### src/rtl/uart_cmd_pkg.sv
// Shared definitions for the UART command parser: FSM states, frame sync marker
// and the CMD byte layout used to recognise a register-write command.
package uart_cmd_pkg;

    typedef enum logic [2:0] {
        ST_IDLE,
        ST_GET_CMD,
        ST_GET_DATA,
        ST_GET_CHK,
        ST_COMMIT
    } state_e;

    localparam logic [7:0] DEFAULT_SYNC_BYTE = 8'hA5;
    localparam int         CMD_WRITE_BIT     = 7;
    localparam logic [7:0] CMD_OPCODE_MASK   = 8'hF0;

    // Only the write opcode (bit 7 set, bits 6:4 clear) is legal.
    function automatic logic is_write_cmd(input logic [7:0] cmd);
        return (cmd & CMD_OPCODE_MASK) == (8'h01 << CMD_WRITE_BIT);
    endfunction

endpackage

### src/rtl/uart_byte_timer.sv
// Inter-byte watchdog: counts enabled clocks since the last clear and flags
// a single-cycle expiry on the last count unless a clear lands in that cycle.
module uart_byte_timer #(
    parameter int TIMEOUT_CLKS = 52080
) (
    input  logic clk_i,
    input  logic rst_i,
    input  logic clear_i,
    input  logic enable_i,
    output logic expired_o
);

    localparam int             W    = $clog2(TIMEOUT_CLKS);
    localparam logic [W-1:0]   LAST = W'(TIMEOUT_CLKS - 1);

    logic [W-1:0] count_q, count_d;

    always_comb begin
        expired_o = enable_i && !clear_i && (count_q == LAST);
        count_d   = count_q;
        if (clear_i || expired_o) begin
            count_d = '0;
        end else if (enable_i) begin
            count_d = count_q + 1'b1;
        end
    end

    always_ff @(posedge clk_i or posedge rst_i) begin
        if (rst_i) begin
            count_q <= '0;
        end else begin
            count_q <= count_d;
        end
    end

endmodule

### src/rtl/uart_cmd_parser.sv
// Parses SYNC/CMD/DATA/CHK frames from a UART byte stream into one-cycle
// register-write strobes, with checksum/opcode and inter-byte timeout errors.
module uart_cmd_parser
    import uart_cmd_pkg::*;
#(
    parameter int         TIMEOUT_CLKS = 52080,
    parameter logic [7:0] SYNC_BYTE    = DEFAULT_SYNC_BYTE
) (
    input  logic       CLOCK_50,
    input  logic       RESET,
    input  logic [7:0] RX_DATA,
    input  logic       RX_DONE,
    output logic       WR_EN,
    output logic [3:0] WR_ADDR,
    output logic [7:0] WR_DATA,
    output logic       ERR_CHK,
    output logic       ERR_TIMEOUT,
    output logic [7:0] FRAME_CNT,
    output logic       BUSY
);

    state_e     state_q, state_d;
    logic [7:0] cmd_q, cmd_d;
    logic [7:0] data_q, data_d;
    logic       wr_en_q, wr_en_d;
    logic [3:0] wr_addr_q, wr_addr_d;
    logic [7:0] wr_data_q, wr_data_d;
    logic       err_chk_q, err_chk_d;
    logic       err_to_q, err_to_d;
    logic [7:0] frame_cnt_q, frame_cnt_d;
    logic       frame_good;
    logic       timer_clear, timer_enable, timer_expired;

    // A strobe always restarts the gap measurement, so expiry and a byte never collide.
    assign timer_clear  = RX_DONE || (state_q == ST_IDLE) || (state_q == ST_COMMIT);
    assign timer_enable = (state_q == ST_GET_CMD) || (state_q == ST_GET_DATA) ||
                          (state_q == ST_GET_CHK);

    uart_byte_timer #(
        .TIMEOUT_CLKS(TIMEOUT_CLKS)
    ) u_timer (
        .clk_i    (CLOCK_50),
        .rst_i    (RESET),
        .clear_i  (timer_clear),
        .enable_i (timer_enable),
        .expired_o(timer_expired)
    );

    always_ff @(posedge CLOCK_50 or posedge RESET) begin
        if (RESET) begin
            state_q     <= ST_IDLE;
            cmd_q       <= '0;
            data_q      <= '0;
            wr_en_q     <= 1'b0;
            wr_addr_q   <= '0;
            wr_data_q   <= '0;
            err_chk_q   <= 1'b0;
            err_to_q    <= 1'b0;
            frame_cnt_q <= '0;
        end else begin
            state_q     <= state_d;
            cmd_q       <= cmd_d;
            data_q      <= data_d;
            wr_en_q     <= wr_en_d;
            wr_addr_q   <= wr_addr_d;
            wr_data_q   <= wr_data_d;
            err_chk_q   <= err_chk_d;
            err_to_q    <= err_to_d;
            frame_cnt_q <= frame_cnt_d;
        end
    end

    always_comb begin
        state_d = state_q;
        unique case (state_q)
            ST_IDLE:     if (RX_DONE && RX_DATA == SYNC_BYTE) state_d = ST_GET_CMD;
            ST_GET_CMD:  if (RX_DONE) state_d = ST_GET_DATA;
                         else if (timer_expired) state_d = ST_IDLE;
            ST_GET_DATA: if (RX_DONE) state_d = ST_GET_CHK;
                         else if (timer_expired) state_d = ST_IDLE;
            ST_GET_CHK:  if (RX_DONE) state_d = ST_COMMIT;
                         else if (timer_expired) state_d = ST_IDLE;
            ST_COMMIT:   state_d = ST_IDLE;
            default:     state_d = ST_IDLE;
        endcase
    end

    // Result pulses are registered on the CHK strobe so they appear during COMMIT.
    always_comb begin
        cmd_d       = cmd_q;
        data_d      = data_q;
        wr_en_d     = 1'b0;
        wr_addr_d   = wr_addr_q;
        wr_data_d   = wr_data_q;
        err_chk_d   = 1'b0;
        err_to_d    = timer_expired;
        frame_cnt_d = frame_cnt_q;
        frame_good  = is_write_cmd(cmd_q) && (RX_DATA == (cmd_q ^ data_q));
        if (RX_DONE) begin
            unique case (state_q)
                ST_GET_CMD:  cmd_d = RX_DATA;
                ST_GET_DATA: data_d = RX_DATA;
                ST_GET_CHK: begin
                    if (frame_good) begin
                        wr_en_d     = 1'b1;
                        wr_addr_d   = cmd_q[3:0];
                        wr_data_d   = data_q;
                        frame_cnt_d = frame_cnt_q + 8'd1;
                    end else begin
                        err_chk_d = 1'b1;
                    end
                end
                default: ;
            endcase
        end
    end

    assign WR_EN       = wr_en_q;
    assign WR_ADDR     = wr_addr_q;
    assign WR_DATA     = wr_data_q;
    assign ERR_CHK     = err_chk_q;
    assign ERR_TIMEOUT = err_to_q;
    assign FRAME_CNT   = frame_cnt_q;
    assign BUSY        = (state_q != ST_IDLE);

endmodule

### config.mk
export PLATFORM = sky130hd
export DESIGN_NAME = uart_cmd_parser
export DESIGN_NICKNAME = d
export VERILOG_FILES = /design/src/rtl/uart_cmd_pkg.sv /design/src/rtl/uart_byte_timer.sv /design/src/rtl/uart_cmd_parser.sv
export SDC_FILE = /design/constraint.sdc
export NUM_CORES = 1
export LEC_CHECK = 0
export BUFFER_PORTS_ARGS = -buffer_cell sky130_fd_sc_hd__buf_2
export CORE_UTILIZATION = 57
export CTS_CLUSTER_SIZE = 14
export DETAILED_ROUTE_END_ITERATION = 8
export PLACE_DENSITY = 0.8
export SYNTH_ARGS = -nofsm -noshare
export SYNTH_HDL_FRONTEND = slang
export SYNTH_SLANG_ARGS = --single-unit
### constraint.sdc
create_clock -name CLOCK_50 -period 2.6 [get_ports CLOCK_50]
set_input_delay 0.26 -clock CLOCK_50 [delete_from_list [all_inputs] [get_ports CLOCK_50]]
set_output_delay 0.26 -clock CLOCK_50 [all_outputs]
set_load 0.005 [all_outputs]
# Yosys cells after proc, flatten, opt, wreduce, memory -nomap -nowiden
# Index checks and enable logic that the tools add are counted.
[totals] regBits=58 input_bits=11 out_inout_bits=24 wordCells=52
[classes] n_addsub=2 n_eq_ne=9 muxes=14 bitwise_logic=1 reduce_logical=16
[op_table] cell="16-bit two-way mux" count=2
[op_table] cell="16-bit by 1-bit adder with 16-bit output, second input constant" count=1
[op_table] cell="16-bit equality test, second input constant" count=1
[op_table] cell="3-bit two-way mux" count=5
[op_table] cell="3-bit case mux with 4 select lines" count=1
[op_table] cell="8-bit by 1-bit adder with 8-bit output, second input constant" count=1
[op_table] cell="8-bit equality test" count=1
[op_table] cell="8-bit equality test, second input constant" count=1
[op_table] cell="8-bit XOR" count=1
[op_table] cell="3-bit by 2-bit equality test with 1-bit output, second input constant" count=2
[op_table] cell="1-bit two-way mux" count=6
[op_table] cell="1-bit logical OR" count=5
[op_table] cell="4-bit equality test, second input constant" count=1
[op_table] cell="1-bit logical AND" count=4
[op_table] cell="2-bit AND reduction" count=2
[op_table] cell="3-bit by 1-bit equality test with 1-bit output, second input constant" count=1
[op_table] cell="3-bit equality test, second input constant" count=1
[op_table] cell="3-bit logical NOT" count=1
[op_table] cell="3-bit AND reduction" count=1
[op_table] cell="3-bit nonzero test" count=1
[op_table] cell="2-bit by 1-bit inequality test with 1-bit output, second input constant" count=1
[op_table] cell="2-bit nonzero test" count=1
[op_table] cell="1-bit logical NOT" count=1

# Logic depth before layout (Yosys ltp)
# Gate-level depths: netlist (run 1).
[depth] word_depth=9 mapped_depth=7

# Modules after synthesis
# From an unflattened synthesis (run 1), not the netlist that was laid out.
[hier_totals] hier_cells=220 area_unflattened_um2=2736.4
[modules_own_cells] module="uart_cmd_parser" instances=1 cells_per_inst=130 area_each_um2=1870.5 seq_area_each_um2=1051.0
[modules_own_cells] module="uart_byte_timer" instances=1 cells_per_inst=90 area_each_um2=865.8 seq_area_each_um2=400.4

# Worst setup path after synthesis (run 1)
# OpenSTA, ideal clock, no wires.
[synth_path] path_kind="register -> register" startpoint="reg cmd_q[0]" endpoint="reg frame_cnt_q[1], in the netlist FRAME_CNT[1]" t_arrival_ns=1.863 required_time_ns=2.475 slack_ns=0.611 path_stages_with_launch=6 n_path_buf=1 cell_sequence="dfrtp_1 -> xnor3_2 -> nand4_4 -> nor4_4 -> buf_8 -> mux2_4"
[synth_between] elab_chain_len=4
[synth_lines] element="from (decl)" line_no="uart_cmd_parser.sv:23" text="logic [7:0] cmd_q, cmd_d;"
[synth_lines] element="from (signal assigned)" line_no="uart_cmd_parser.sv:62" text="cmd_q <= cmd_d;"
[synth_lines] element="8-bit XOR" line_no="uart_cmd_parser.sv:98" text="frame_good = is_write_cmd(cmd_q) && (RX_DATA == (cmd_q ^ data_q));"
[synth_lines] element="8-bit equality test" line_no="uart_cmd_parser.sv:98"
[synth_lines] element="1-bit logical AND" line_no="uart_cmd_parser.sv:98"
[synth_lines] element="3-bit AND reduction (no source line)"
[synth_lines] element="to (signal assigned)" line_no="uart_cmd_parser.sv:69" text="frame_cnt_q <= frame_cnt_d;"
[synth_lines] element="to (decl)" line_no="uart_cmd_parser.sv:30" text="logic [7:0] frame_cnt_q, frame_cnt_d;"
# No other way between the ends.
# A chain may end at the register's enable or synchronous reset.

# Final worst setup path (run 1)
[layout_path] startpoint="reg cmd_q[5]" endpoint="reg wr_addr_q[1], in the netlist WR_ADDR[1]"
[layout_between] elab_chain_len=4 word_cells_on_any_way=5 classes_between="eq/ne (2); bitwise (1); reduce/logical (2)"
[layout_lines] element="8-bit XOR" line_no="uart_cmd_parser.sv:98"
[layout_lines] element="8-bit equality test" line_no="uart_cmd_parser.sv:98"
[layout_lines] element="1-bit logical AND *" line_no="uart_cmd_parser.sv:98"
[layout_lines] element="3-bit AND reduction (no source line) *"
[layout_lines] element="to (signal assigned)" line_no="uart_cmd_parser.sv:65" text="wr_addr_q <= wr_addr_d;"
[layout_lines] element="to (decl)" line_no="uart_cmd_parser.sv:26" text="logic [3:0] wr_addr_q, wr_addr_d;"
# Mark *: on every way between the ends. The rest lies on a longest branch, timed or not.

==> out/qor.yml, run 1 <==
status:
  status: "completed"
global_routing:
  grt_max_degree: 25
  gr-total-overflow: 0
  antenna_found_initial: 0
  grt_use_total: 0.230
  grt_pass1_vias: 1794
  grt_first_pass_wirelength_mm: 8.63
logic_synthesis:
  synth.distinct_cells: 39
  synth-main-ff-cell: "dfrtp_1"
  synthMuxAreaShare: 0.128
  avgSynthCellArea_um2: 12.6
  synth_edf_count: 0
  yosysSeqAreaShare: 0.521
  synthArstFlopShare: 1.00
  synthTopCellsByArea: "dfrtp_1 52%, mux2_2 8.5%, mux2_4 4.3%"
  synth_largest_type_area_fraction: 0.521
  synth_top_family_by_area: "simple AND/OR/NAND/NOR gates"
  synth_top_area_cell: "dfrtp_1"
  synth_compound_area_frac: 0.0517
  synthAdderAreaFrac: 0.00899
  syn_nets: 234
  syn_inst: 221
  ys_warn_count: 0
  synth_seq_cells: 58
  synth-simple-area-share: 0.171
  syn_area_mm2: 0.00278
  synth_xor_area_frac: 0.100
sta:
  finalSetupViolCount: 0
  finalWorstSetupSlack_ns: 0.558
  clock.fmax_mhz: 490
  max_slew.worst_pin.slew_ns: 0.786
  hold_viol_final: 0
  drv_slew: 0
  tns_ns: 0
  maxSlewHeadroom: 0.474
  fin_skew_ns: 0.00447
  fin_crit_sh: 0.785
  rsz0062_at_grt: "false"
  period_minus_slack_ns: 2.04
placement:
  numPortBuffers: 34
  pre_cts_ws_ns: 0.583
  dp_hpwl_mm: 3.57
  gp_congestion: 0.852
clock_network:
  clk_pin_slew_ns: 0.06
  cts_made_buffers: 9
  clockBufferDepth: 2
  clk_latency_ns: 0.34
  cts_setup_buffers: 0
  clockRootBuffer: "clkbuf_8"
  cts_tree: "built"
  cts_max_level: 3
  cts.sinks: 58
floorplan:
  num_rows: 25
  start_util: 0.589
  dieArea_mm2: 0.00517
  chipWidth_um: 71.9
  die_y_um: 71.9
  ios: 35
  core_area_mm2: 0.00472
layout:
  most-common-layout-cells: "58 x dfrtp_1, 34 x buf_2, 21 x mux2_2"
  nets: 279
  final_common_cell: "dfrtp_1"
  drive_gt1_frac: 0.351
  diodes: 0
  synthToLayoutAreaGrowth_pct: 17.4
routing:
  drt_iter0_drc: 158
  totalWireLength_mm: 5.15
  drt.antenna.violating_nets: 0
  post_drt_wl_per_cell_um: 15.2
  routed_via_density: 5.66
  drc: 0
  vias: 1914
  dr.pass1.iters: 4
flow_run:
  cap_violations: 0
critical_path:
  cp.arrival_ns: 2.27
  critPathKind: "reg2reg"
  crit_fanout: 9
  critPathRequiredTime_ns: 2.83
  startpoint_type: "flip-flop"
  cp-end-kind: "flip-flop"
worst_hold_path:
  hp-class: "in2reg"
power_and_ir_drop:
  design_power_total_mw: 2.86
  power.density_mw_per_mm2: 874
  ir_drop_mv: 0.569
  leakagePower_nw: 1.54
-- sequential cells by signal, indices dropped and copies added, names as in the netlist --
name	flops
ERR_CHK	1
ERR_TIMEOUT	1
FRAME_CNT	8
WR_ADDR	4
WR_DATA	8
WR_EN	1
cmd_q	8
data_q	8
state_q	3
u_timer.count_q	16
-- what timing repair did --
action,in CTS,in global routing
resized for setup,0,0
endpoints found under the setup margin,0,0
endpoints found under the hold margin,13,0
hold buffers,1,0
-- cell usage after synthesis (3+ instances only) --
| master | instances |
|---|---|
| nand4_1 | 12 |
| nand2_1 | 9 |
| mux2_4 | 8 |
| o21bai_1 | 4 |
| clkbuf_1 | 3 |
| o31ai_1 | 4 |
| xnor3_2 | 4 |
| or3_1 | 4 |
| and3_1 | 3 |
| o21ai_0 | 3 |
| mux2_2 | 21 |
| nor4bb_1 | 3 |
| xor2_1 | 13 |
| nor4_1 | 8 |
| or4_1 | 4 |
| nand3_1 | 5 |
| xnor2_1 | 8 |
| dfrtp_1 | 58 |
| nor2_1 | 10 |
| a21oi_1 | 10 |
| inv_1 | 4 |
-- where the power goes --
part           switching (mW)  internal, mW
combinational           0.347         0.383
sequential              0.157          1.06
clock                   0.344         0.562
total                   0.848          2.01
-- layout make-up --
class / count / area [µm²]
well taps: 67 / 83.8
repair buffers: 40 / 218
multi-input cells: 153 / 1280
flip-flops and latches: 58 / 1450
clock inverters: 5 / 77.6
inverters: 4 / 15.0
fillers: 344 / 1460
clock buffers: 11 / 141
-- critical path, stage by stage (launching register included) --
cell and delay (ns):
dfrtp_1 0.39, nor4b_1 0.30, nand4_1 0.38, nor4_4 0.27, buf_4 0.24, mux2_2 0.35
-- routing by layer --
layer	vias to the layer above	share of wire	track usage	routed length (µm)
met2	59	0.44	0.309	2290
met5	-	0	0	0
met1	936	0.48	0.335	2490
met4	0	0.024	0.122	125
li1	908	-	-	-
met3	11	0.047	0.0703	244
-- metrics by stage --
step	cells	hold WS, ns	cell area, µm²	util
2_1_floorplan	221	0.412	2780	-
3_3_place_gp	321	0.228	3040	0.643
3_5_place_dp	321	0.231	3040	0.643
4_1_cts	338	0.204	3270	0.692
5_1_grt	338	0.208	3270	0.692
6_report	338	0.218	3270	0.692
-- worst paths after layout --
kind	depth (start not counted)	endpoint	slack (ns)	start
worst min register to register	1	FRAME_CNT[7]	0.47	FRAME_CNT[7]
worst max register to register	5	WR_ADDR[1]	0.56	cmd_q[5]
min in group asynchronous	3	u_timer.count_q[12]	0.42	RESET
max in group asynchronous	4	cmd_q[2]	1.58	RESET
worst max-delay path	5	WR_ADDR[1]	0.56	cmd_q[5]
worst min-delay path	2	data_q[0]	0.22	RX_DATA[0]
-- cells by family (layout without fill, tap and decap cells) --
kind of cell | count (synthesis) | count (layout)
flip-flops | 58 | 58
buffers and inverters | 10 | 60
adder cells (fa/ha/maj) | 2 | 2
AO/OA/AOI/OAI | 23 | 23
AND/OR/NAND/NOR | 74 | 74
XOR/XNOR | 25 | 25
multiplexers | 29 | 29
No activity file was read; power rests on OpenSTA's default activity.
==> run 2: changes to the inputs <==
--- a/config.mk
+++ b/config.mk
@@ -5,11 +5,12 @@
 export SDC_FILE = /design/constraint.sdc
 export NUM_CORES = 1
 export LEC_CHECK = 0
+export ABC_AREA = 1
 export BUFFER_PORTS_ARGS = -buffer_cell sky130_fd_sc_hd__buf_2
-export CORE_UTILIZATION = 57
+export CORE_UTILIZATION = 53
 export CTS_CLUSTER_SIZE = 14
 export DETAILED_ROUTE_END_ITERATION = 8
-export PLACE_DENSITY = 0.8
+export PLACE_DENSITY = 0.77
 export SYNTH_ARGS = -nofsm -noshare
 export SYNTH_HDL_FRONTEND = slang
 export SYNTH_SLANG_ARGS = --single-unit
==> constraint.sdc (replaced) <==
create_clock -name CLOCK_50 -period 1.86 [get_ports CLOCK_50]
set_input_delay 0.186 -clock CLOCK_50 [delete_from_list [all_inputs] [get_ports CLOCK_50]]
set_output_delay 0.186 -clock CLOCK_50 [all_outputs]
set_load 0.005 [all_outputs]
==> run 2 against run 1 <==
Compared with the run above: worst setup slack lost 0.40 ns; routed wire length rose by 34%; critical endpoint is now u_timer.count_q[9]; critical path type unchanged; synthesized area rose by 17%; die area grew 25%.
==> out/qor.yml, run 2 <==
status:
  status: "completed"
logic_synthesis:
  synth-simple-area-share: 0.338
  synth_compound_area_frac: 0.102
  synthTopCellsByArea: "dfrtp_1 44%, nand2_1 15%, inv_1 5.6%"
  synth_top_family_by_area: "simple AND/OR/NAND/NOR gates"
  synthArstFlopShare: 1.00
  avgSynthCellArea_um2: 7.72
  syn_inst: 423
  synth-main-ff-cell: "dfrtp_1"
  ys_warn_count: 0
  synth_edf_count: 0
  synth_largest_type_area_fraction: 0.445
  synthMuxAreaShare: 0
  yosysMostFrequentCell: "nand2_1"
  yosysSeqAreaShare: 0.445
  synth.distinct_cells: 35
  synthAdderAreaFrac: 0.00767
  post_synth_most_frequent_cells: "130 x nand2_1, 58 x dfrtp_1, 49 x inv_1, 27 x nand3_1, 27 x nor2_1"
  syn_nets: 436
  synth_top_area_cell: "dfrtp_1"
  syn_area_mm2: 0.00326
  synth_xor_area_frac: 0.0188
  synth_seq_cells: 58
power_and_ir_drop:
  p_int_mw: 2.72
  switchingPower_mw: 1.68
  pwr-share-comb: 0.322
  leakagePower_nw: 1.98
  switching_share: 0.382
  seq_power_share: 0.382
  power.density_mw_per_mm2: 1170
  design_power_total_mw: 4.40
  power_frac_clock: 0.296
  ir_drop_mv: 0.670
critical_path:
  reg2reg_depth: 8
  crit_fanout: 11
  cp.arrival_ns: 1.93
  cp-end-kind: "flip-flop"
  timing.rr.end: "u_timer.count_q[9]"
  reg2reg_from: "u_timer.count_q[0]"
  critPathKind: "reg2reg"
  rrSetupSlack_ns: 0.16
  critPathRequiredTime_ns: 2.09
  startpoint_type: "flip-flop"
worst_hold_path:
  hold_end: "data_q[1]"
  min_path_cells: 3
  min_from: "RX_DATA[1]"
  hp-class: "in2reg"
sta:
  fin_skew_ns: 0.00649
  clock.fmax_mhz: 589
  finalWorstSetupSlack_ns: 0.163
  tns_ns: 0
  hold_viol_final: 0
  max_slew.worst_pin.slew_ns: 0.482
  drv_slew: 0
  period_minus_slack_ns: 1.70
  maxSlewHeadroom: 0.678
  rsz0062_at_grt: "false"
  fin_crit_sh: 0.912
  finalSetupViolCount: 0
layout:
  diodes: 0
  nets: 479
  synthToLayoutAreaGrowth_pct: 15.2
  drive_gt1_frac: 0.236
  registers.top_by_ff_count: "u_timer.count_q"
  largest_reg_flops: 16
  final_common_cell: "nand2_1"
  most-common-layout-cells: "130 x nand2_1, 58 x dfrtp_1, 48 x inv_1"
  finalNonFillerCells: 546
clock_network:
  cts.sinks: 58
  cts_setup_buffers: 0
  clockBufferDepth: 2
  cts_tree: "built"
  clk_pin_slew_ns: 0.07
  cts_resized: 0
  cts_made_buffers: 9
  clk_latency_ns: 0.34
  clockRootBuffer: "clkbuf_8"
  cts_max_level: 3
routing:
  routed_via_density: 5.12
  dr.pass1.iters: 6
  drt.antenna.violating_nets: 0
  vias: 2798
  drt_iter0_drc: 194
  totalWireLength_mm: 6.90
  drc: 0
  post_drt_wl_per_cell_um: 12.6
floorplan:
  ios: 35
  chipWidth_um: 80.5
  core_area_mm2: 0.00592
  die_y_um: 80.5
  start_util: 0.551
  dieArea_mm2: 0.00648
  num_rows: 28
placement:
  numPortBuffers: 34
  pre_cts_ws_ns: 0.183
  place_inst: 529
  dp_hpwl_mm: 4.99
  gp_congestion: 0.873
global_routing:
  grt_max_degree: 59
  antenna_found_initial: 0
  gr-total-overflow: 0
  grt_pass1_vias: 2610
  grt_first_pass_wirelength_mm: 11.8
  grt_use_total: 0.244
flow_run:
  cap_violations: 0
run 2: changes by cell type in the layout (fill, tap and decap cells not counted), moves of 12 or more:
| cell | change |
|---|---|
| nand2_1 | +121 |
| inv_1 | +45 |
| nand3_1 | +22 |
| mux2_2 | -21 |
| o21ai_0 | +18 |
| nor2_1 | +17 |
| inv_2 | +13 |
| nand2_2 | +12 |
| o21ai_2 | +12 |
run 2: cells by family (layout without fill, tap and decap cells):
group | count (synthesis) | count (layout)
AND/OR/NAND/NOR | 233 | 233
adder cells (fa/ha/maj) | 2 | 2
flip-flops | 58 | 58
AO/OA/AOI/OAI | 53 | 53
buffers and inverters | 70 | 118
XOR/XNOR | 7 | 7
run 2: per-stage QoR:
step | area, µm² | hold WS, ns | utilization
floorplan | 3260 | 0.354 | -
global placement | 3530 | 0.265 | 0.597
detailed placement | 3530 | 0.276 | 0.597
CTS | 3760 | 0.155 | 0.635
global route | 3760 | 0.189 | 0.635
finish | 3760 | 0.170 | 0.635
run 2: worst max-delay path, cell delays in order (launching register included):
cell and delay, ns:
dfrtp_1 0.38, ha_1 0.18, nand3_1 0.20, nor2_8 0.19
nand4_4 0.12, nand2_2 0.24, inv_2 0.11, o21ai_0 0.09
a21oi_1 0.05
run 2: worst max path at each step:
stage | startpoint | endpoint | slack (ns)
3_5_place_dp | u_timer.count_q[0] | u_timer.count_q[9] | 0.18
2_1_floorplan | RESET | ERR_CHK | 0.25
6_report | u_timer.count_q[0] | u_timer.count_q[9] | 0.16
3_3_place_gp | u_timer.count_q[0] | u_timer.count_q[0] | 0.25
5_1_grt | u_timer.count_q[0] | u_timer.count_q[8] | 0.02
4_1_cts | u_timer.count_q[0] | u_timer.count_q[9] | 0.15
run 2: routing by layer:
layer  wire length [µm]  track usage  vias up  part of all wire
met5                  0            0        -                 0
met4                151        0.104        0             0.022
met3                257       0.0625       13             0.037
met2               3280        0.391       56              0.48
met1               3210        0.311     1305              0.46
li1                   -            -     1424                 -
run 2: area by class of cell:
cell class / count / area (µm²)
fill: 502 / 2160
multi-input combinational: 295 / 1520
sequential: 58 / 1450
inverter: 63 / 239
timing repair buffer: 39 / 235
clock buffer: 11 / 141
tap: 75 / 93.8
clock inverter: 5 / 77.6
run 2: power by group through the flow:
stage / registers (mW) / clock network (mW) / logic (mW)
global route: 1.71 / 1.37 / 1.64
CTS: 1.68 / 1.32 / 1.43
detailed placement: 1.69 / 0 / 1.41
floorplan: 1.65 / 0 / 1.16
finish: 1.68 / 1.30 / 1.42
global placement: 1.68 / 0 / 1.37
run 2: timing repair:
item                                    4_1_cts  5_1_grt
hold buffers                                  1        0
endpoints found under the setup margin        0        0
endpoints found under the hold margin        58        0
==> run 3: changes to the inputs <==
--- a/config.mk
+++ b/config.mk
@@ -10,7 +10,9 @@
 export CORE_UTILIZATION = 53
 export CTS_CLUSTER_SIZE = 14
 export DETAILED_ROUTE_END_ITERATION = 8
+export MAX_ROUTING_LAYER = met4
 export PLACE_DENSITY = 0.77
+export REMOVE_ABC_BUFFERS = 1
 export SYNTH_ARGS = -nofsm -noshare
 export SYNTH_HDL_FRONTEND = slang
 export SYNTH_SLANG_ARGS = --single-unit
==> run 3 against run 2 <==
Compared with the run above: clock skew is 0.0033 ns higher; non-clock buffer count unchanged; combinational power up 3%; design area is 0.33% higher; final cell count unchanged; sequential share of layout area is 0.13 points lower; clock-buffer cell count unchanged; critical path depth up 3; maximum frequency decreased by 1.6%; routed wire length is essentially flat; global-route usage is 0.11 points higher; via count is 1.2% higher; critical path type unchanged; highest routed layer unchanged.
==> out/qor.yml, run 3 (synthesized netlist as in run 2, its figures left out) <==
status:
  status: "completed"
layout:
  drive_gt1_frac: 0.236
  nets: 479
  diodes: 0
  finalNonFillerCells: 546
  synthToLayoutAreaGrowth_pct: 15.6
  final_common_cell: "nand2_1"
  registers.top_by_ff_count: "u_timer.count_q"
  largest_reg_flops: 16
  most-common-layout-cells: "130 x nand2_1, 58 x dfrtp_1, 48 x inv_1"
  fin_util: 0.637
critical_path:
  startpoint_type: "flip-flop"
  critPathKind: "reg2reg"
  cp.arrival_ns: 1.95
  crit_fanout: 25
  cp-end-kind: "flip-flop"
  crit_start: "cmd_q[6]"
  critPathRequiredTime_ns: 2.09
  reg2reg_from: "cmd_q[6]"
floorplan:
  start_util: 0.551
  num_rows: 28
  chipWidth_um: 80.5
  die_y_um: 80.5
  core_area_mm2: 0.00592
  dieArea_mm2: 0.00648
  ios: 35
routing:
  drt_iter0_drc: 162
  totalWireLength_mm: 6.90
  routed_via_density: 5.18
  dr.pass1.iters: 5
  drt.antenna.violating_nets: 0
  vias: 2831
  post_drt_wl_per_cell_um: 12.6
  drc: 0
sta:
  period_minus_slack_ns: 1.72
  fin_crit_sh: 0.927
  finalSetupViolCount: 0
  rsz0062_at_grt: "false"
  fin_skew_ns: 0.00980
  hold_viol_final: 0
  drv_slew: 0
  clock.fmax_mhz: 580
  maxSlewHeadroom: 0.651
  tns_ns: 0
  max_slew.worst_pin.slew_ns: 0.523
  whs_ns: 0.183
clock_network:
  cts_max_level: 3
  cts_resized: 0
  clk_pin_slew_ns: 0.07
  clk_latency_ns: 0.34
  cts_tree: "built"
  cts_made_buffers: 9
  clockBufferDepth: 2
  cts.sinks: 58
  clockRootBuffer: "clkbuf_8"
  cts_setup_buffers: 0
  hold_buffers: 1
placement:
  dp_hpwl_mm: 5.15
  gp_congestion: 0.926
  place_inst: 529
  numPortBuffers: 34
power_and_ir_drop:
  switchingPower_mw: 1.68
  power.density_mw_per_mm2: 1170
  power_frac_clock: 0.288
  switching_share: 0.380
  p_int_mw: 2.74
  leakagePower_nw: 1.98
  ir_drop_mv: 0.637
  design_power_total_mw: 4.42
  seq_power_share: 0.381
  pwr-share-comb: 0.331
global_routing:
  grt_first_pass_wirelength_mm: 11.5
  antenna_found_initial: 0
  grt_max_degree: 59
  grt_pass1_vias: 2698
  gr-total-overflow: 0
  grt_use_total: 0.245
worst_hold_path:
  hp-class: "in2reg"
  min_from: "RX_DATA[1]"
flow_run:
  cap_violations: 0
[run 3: changes by cell type in the layout (fill, tap and decap cells not counted)]
| cell | delta |
|---|---|
| buf_4 | -1 |
| buf_12 | +1 |
[run 3: stage by stage]
| step | area (µm²) | setup WS (ns) |
|---|---|---|
| final | 3770 | 0.136 |
| after detailed placement | 3540 | 0.155 |
| after global routing | 3770 | 0.00155 |
| after CTS | 3770 | 0.147 |
| after floorplan | 3210 | 0.246 |
| after global placement | 3540 | 0.217 |
[run 3: worst paths after layout]
check | to | slack, ns | cells past startpoint
worst min register to register | WR_ADDR[0] | 0.48 | 2
worst max-delay path | FRAME_CNT[0] | 0.14 | 11
max in group asynchronous | FRAME_CNT[3] | 1.16 | 4
worst min-delay path | data_q[1] | 0.18 | 3
worst max register to register | FRAME_CNT[0] | 0.14 | 11
min in group asynchronous | WR_ADDR[1] | 0.43 | 4
[run 3: area by class of cell]
class	count	area [µm²]
clock inverter	5	77.6
clock buffer	11	141
fill	504	2150
timing repair buffer	39	248
inverter	63	239
sequential	58	1450
multi-input combinational	295	1520
tap	75	93.8
[run 3: power groups by stage]
stage / registers (mW) / logic, mW / clock network, mW
after global placement: 1.69 / 1.39 / 0
after global routing: 1.72 / 1.68 / 1.37
final: 1.68 / 1.46 / 1.27
after floorplan: 1.66 / 1.13 / 0
after detailed placement: 1.70 / 1.46 / 0
after CTS: 1.68 / 1.47 / 1.31
[run 3: routing by layer]
metal	global-route usage	vias to the layer above	part of all wire
met5	-	-	0
met2	0.419	69	0.52
met4	0.111	0	0.017
met3	0.0591	11	0.039
li1	-	1431	-
met1	0.269	1320	0.43
[run 3: critical path, stage by stage (launching register included)]
cell and delay, ns:
dfrtp_1 0.40, inv_1 0.10, nand2_2 0.07, nor2_4 0.14, nand3_2 0.09, nor2_2 0.11, nand2_2 0.10, nor2_4 0.16
nand2_4 0.08, buf_12 0.17, xor2_1 0.15, inv_1 0.05
